<file path="config.mk">
export PLATFORM = sky130hd
export DESIGN_NAME = rename_retire_ctrl
export DESIGN_NICKNAME = d
export VERILOG_FILES = /design/src/rtl/rename_retire_ctrl.sv
export SDC_FILE = /design/constraint.sdc
export NUM_CORES = 1
export LEC_CHECK = 0
export ABC_CLOCK_PERIOD_IN_PS = 3080
export CAP_MARGIN = 5
export CORE_MARGIN = 2
export CORE_UTILIZATION = 45
export CTS_CLUSTER_DIAMETER = 50
export DETAILED_ROUTE_END_ITERATION = 16
export PLACE_DENSITY = 0.89
export SETUP_SLACK_MARGIN = 0.05
export SLEW_MARGIN = 25
export SYNTH_ARGS = -nofsm -noshare
export SYNTH_HDL_FRONTEND = slang
export SYNTH_SLANG_ARGS = --single-unit
</file>
<file path="constraint.sdc">
create_clock -name CLK -period 3.08 [get_ports CLK]
set_clock_uncertainty 0.15 [all_clocks]
set_input_delay 0.924 -clock CLK [delete_from_list [all_inputs] [get_ports CLK]]
set_output_delay 0.924 -clock CLK [all_outputs]
set_load 0.01 [all_outputs]
</file>
<file path="src/rtl/rename_retire_ctrl.sv">
// In-order retirement sequencer: records allocated physical names, takes out-of-order
// writeback marks by tag, and frees names through NAME_F/FE strictly in allocation order.
// Latency: a WB to the head in cycle t retires it at the t+1 edge, so FE is high during t+2.
// Backpressure: ALLOC_READY drops when full; HOLD stalls retirement.
// Optional macro RETIRE_STALL_CNT_EN builds the head-blocked cycle counter on STALL_CNT.
module rename_retire_ctrl #(
  parameter int name_width = 1,
  parameter int tag_width  = 2
) (
  input  logic                  CLK,
  input  logic                  RST,
  input  logic                  ALLOC_E,
  input  logic [name_width-1:0] ALLOC_NAME,
  output logic                  ALLOC_READY,
  output logic [tag_width-1:0]  ALLOC_TAG,
  input  logic                  WB_E,
  input  logic [tag_width-1:0]  WB_TAG,
  input  logic                  HOLD,
  output logic [name_width-1:0] NAME_F,
  output logic                  FE,
  output logic [tag_width:0]    COUNT,
  output logic [31:0]           STALL_CNT
);

  localparam int DEPTH = 1 << tag_width;
  localparam logic [tag_width:0] full_cnt = DEPTH[tag_width:0];

  typedef logic [tag_width-1:0] tag_t;

  // Pointers carry one extra MSB so full and empty are distinguishable.
  logic [tag_width:0]  head;
  logic [tag_width:0]  tail;
  logic [DEPTH-1:0]    valid;
  logic [DEPTH-1:0]    done;
  logic [name_width-1:0] name_mem [DEPTH];

  tag_t head_idx;
  tag_t tail_idx;
  logic retire;
  logic alloc_ok;

  // Derived control: occupancy, readiness, retire and enqueue qualifiers.
  always_comb begin
    head_idx    = head[tag_width-1:0];
    tail_idx    = tail[tag_width-1:0];
    COUNT       = tail - head;
    ALLOC_READY = (COUNT != full_cnt);
    ALLOC_TAG   = tail_idx;
    retire      = valid[head_idx] && done[head_idx] && !HOLD;
    alloc_ok    = ALLOC_E && ALLOC_READY;
  end

  // Pointer advance and free-port output register.
  always_ff @(posedge CLK) begin
    if (RST) begin
      head   <= '0;
      tail   <= '0;
      FE     <= 1'b0;
      NAME_F <= '0;
    end else begin
      if (alloc_ok) tail <= tail + 1'b1;
      if (retire) begin
        head   <= head + 1'b1;
        FE     <= 1'b1;
        NAME_F <= name_mem[head_idx];
      end else begin
        FE     <= 1'b0;
      end
    end
  end

  // Per-entry valid/done. Retire clearing the head wins over a late WB to the same entry;
  // an allocating index is never valid, so a WB to it is already ignored.
  always_ff @(posedge CLK) begin
    if (RST) begin
      valid <= '0;
      done  <= '0;
    end else begin
      for (int i = 0; i < DEPTH; i++) begin
        if (retire && (tag_t'(i) == head_idx)) begin
          valid[i] <= 1'b0;
          done[i]  <= 1'b0;
        end else if (alloc_ok && (tag_t'(i) == tail_idx)) begin
          valid[i] <= 1'b1;
          done[i]  <= 1'b0;
        end else if (WB_E && (tag_t'(i) == WB_TAG) && valid[i]) begin
          done[i]  <= 1'b1;
        end
      end
    end
  end

  // Name storage needs no reset: a name is only read after its entry was written.
  always_ff @(posedge CLK) begin
    if (alloc_ok) name_mem[tail_idx] <= ALLOC_NAME;
  end

`ifdef RETIRE_STALL_CNT_EN
  logic [31:0] stall_q;

  // Count cycles where the queue is occupied but the head cannot retire; saturates.
  always_ff @(posedge CLK) begin
    if (RST) begin
      stall_q <= '0;
    end else if ((COUNT != '0) && !retire && (stall_q != 32'hFFFF_FFFF)) begin
      stall_q <= stall_q + 32'd1;
    end
  end

  assign STALL_CNT = stall_q;
`else
  assign STALL_CNT = 32'd0;
`endif

endmodule
</file>
==> results.toml <==
[yosys]
synth_area_um2 = 1350
yosys.area.top_type_share_pct = 23.8
async_reset_ff_share_pct = 0
yosys-top-cells-area = "dfxtp_1, buf_4, edfxtp_1, ha_1, a2111oi_2"
ys_warn_count = 0
yosysSeqAreaShare_pct = 32.7
avgSynthCellArea_um2 = 10.3
synth.largest_area_cell = "dfxtp_1"
synth_cell_types = 36
yosysMostFrequentCell = "buf_4"
synth_edf_count = 4
synth_common_cells = "buf_4, dfxtp_1, ha_1, inv_1, nor2_1"
syn_inst = 131
synth_flop_cell = "dfxtp_1"
ys_ff_latch = 20

[run]
cap_violations = 0

[timing]
worst_pin_slew_ps = 799
rsz0062_at_grt = "no"
drv_slew = 0
max_slew_margin_pct = 46.6
period_share_pct = 94.2
setup_violations = 0
timing.fmax_mhz = 345
period_minus_slack_ps = 2900
hold_viol = 0
tns_ps = 0

[placed_design]
globalplace.congestion = 0.865
portBuffers = 15
dp_hpwl_um = 1810
dp.cells = 173

[global_route]
grt_max_degree = 20
grt_pass1_vias = 842
grt_pass1_wl_um = 3770
antenna_found_initial = 0
grt_usage_pct = 14.7
grt_use_met2_pct = 26.2
grt.busiest_layer = "met2"
grt-ovfl-total = 0
use_met3_pct = 2.42
grt_util_met1_pct = 16.9

[setup_path]
end_kind = "primary output"
critPathRequiredTime_ps = 2010
crit_arrival_ps = 1830
cp_slowest_cell = "fa_2"
path_buf_inv = 3
crit_type = "reg -> out"
crit_path_cell_trace = "inv_1, ha_2, fa_2, buf_4, nand3_1, buf_2"
max_stage_delay_ps = 550
path_max_fanout = 3
cp_top_family = "adder cells"
cp-start-kind = "register"

[cts]
cts_root_buffer = "clkbuf_4"
clkTransAtPathRegs_ps = 110
cts_max_level = 1
cts_made_buffers = 3
cts_max_path_buffers = 2
clk_latency_ps = 300
cts.sinks = 20
cts_tree = "yes"

[cells_and_area]
nFillCells = 281
nets = 167
insertedDiodeCount = 0
post-route-util_pct = 51.2
final_cells = 179
area_growth_pct = 6.88
drive_above_1_share_pct = 19.6

[worst_hold_path]
holdCritPathClass = "reg -> reg"

[power_and_ir_drop]
p_switching_w = 0.000242
swShare_pct = 33.9
irDropWorstVdd_uv = 262
p_int_w = 0.000472
powerDensity_nw_per_um2 = 497
seqPwrFrac_pct = 42.0
power_leakage_nw = 0.580
power.share.clock_pct = 21.8
power_frac_comb_pct = 36.2

[floorplanning]
ioPinCount = 48
rows = 19
start_util_pct = 47.9
die_y_um = 58.7
design.die.area_um2 = 3440
die_w_um = 58.7
core_area_um2 = 2810

[drt]
routed_wl_um = 2400
firstDrtPassIters = 10
viasPerCell = 4.83
wl_per_cell_um = 13.4
drtIter0Drc = 14
vias = 864
ant_nets = 0
remaining_drc_errors = 3

[run_status]
run_status = "finished with violations"
violations = "DRC"
==> cells by family after synthesis <==
kind of cell	count (synthesis)	share of synthesized area, %
AO/OA/AOI/OAI	25	18.8
XOR/XNOR	3	3.16
AND/OR/NAND/NOR	22	9.02
adder cells (fa/ha/maj)	10	9.86
multiplexers	2	2.42
other	1	0.279
buffers and inverters	48	23.7
flip-flops	20	32.7
==> final timing paths <==
check | startpoint | endpoint | slack [ps] | cells after the start
setup / recovery | tail[0] | ALLOC_READY | 180 | 6
hold / removal | NAME_F | NAME_F | 330 | 2
setup reg to reg | tail[0] | name_mem[2] | 770 | 7
hold reg to reg | NAME_F | NAME_F | 330 | 2
==> metal layers <==
metal / up-vias / routed length, um
met1: 404 / 916
met4: 0 / 49
met3: 6 / 139
met2: 34 / 1300
met5: - / 0
li1: 420 / -
==> worst reg2reg max path, stage by stage, from the launching register on <==
cell and delay [ps]:
dfxtp_2 340, inv_1 60, ha_2 200, fa_2 340
xor3_2 250, buf_4 170, a31oi_4 320, and2_4 220
==> cell usage in the layout (no fill, tap or decap), types with 2 or more instances in the layout <==
cell type        instances
dfxtp_1                 15
a41oi_1                  2
buf_4                    5
a31oi_1                  2
a211oi_1                 4
a21oi_1                  3
and2_4                   4
a311oi_1                 2
buf_2                    2
clkbuf_4                 3
nand2_1                  3
conb_1                  32
xnor2_1                  2
nor2b_1                  2
inv_1                    9
nor2_1                   7
nand3_1                  3
o21ai_0                  2
clkdlybuf4s50_1         12
edfxtp_1                 4
ha_1                     8
nand2b_1                 2
a2111oi_2                3
==> power by group through the flow <==
stage	clock (W)	combinational (W)	sequential [W]
2_1_floorplan	0	0.000200	0.000309
3_3_place_gp	0	0.000243	0.000304
3_5_place_dp	0	0.000252	0.000306
4_1_cts	0.000160	0.000258	0.000300
5_1_grt	0.000173	0.000281	0.000303
6_report	0.000155	0.000259	0.000300
==> layout make-up <==
type                    instances  area (um^2)  area share [%]
repair buffers                 20          176            12.3
flip-flops and latches         20          442            30.7
well taps                      31         38.8            2.70
multi-input cells              94          707            49.2
clock buffers                   4         36.3            2.52
inverters                      10         37.5            2.61
==> registers in the layout, indices dropped and copies added, names as in the netlist <==
signal,flops
FE,1
tail,3
NAME_F,1
head,3
name_mem,4
valid,4
done,4
==> through the flow <==
step           power (W)  setup WS, ps  hold slack (ps)  area (um^2)
3_5_place_dp    0.000557          76.7              315         1390
2_1_floorplan   0.000509           506              341         1460
6_report        0.000714           178              328         1440
4_1_cts         0.000718          44.3              333         1440
5_1_grt         0.000756          83.3              372         1440
3_3_place_gp    0.000547           138              317         1390
==> timing repair <==
| action | 4_1_cts | 5_1_grt |
|---|---|---|
| buffers inserted | 2 | 0 |
| gates resized for setup | 11 | 1 |
| hold endpoints to repair | 0 | 0 |
| setup endpoints to repair | 3 | 1 |
| pin swaps | 2 | 1 |
| hold buffers | 0 | 0 |
Power figures use the tool's default switching activity.
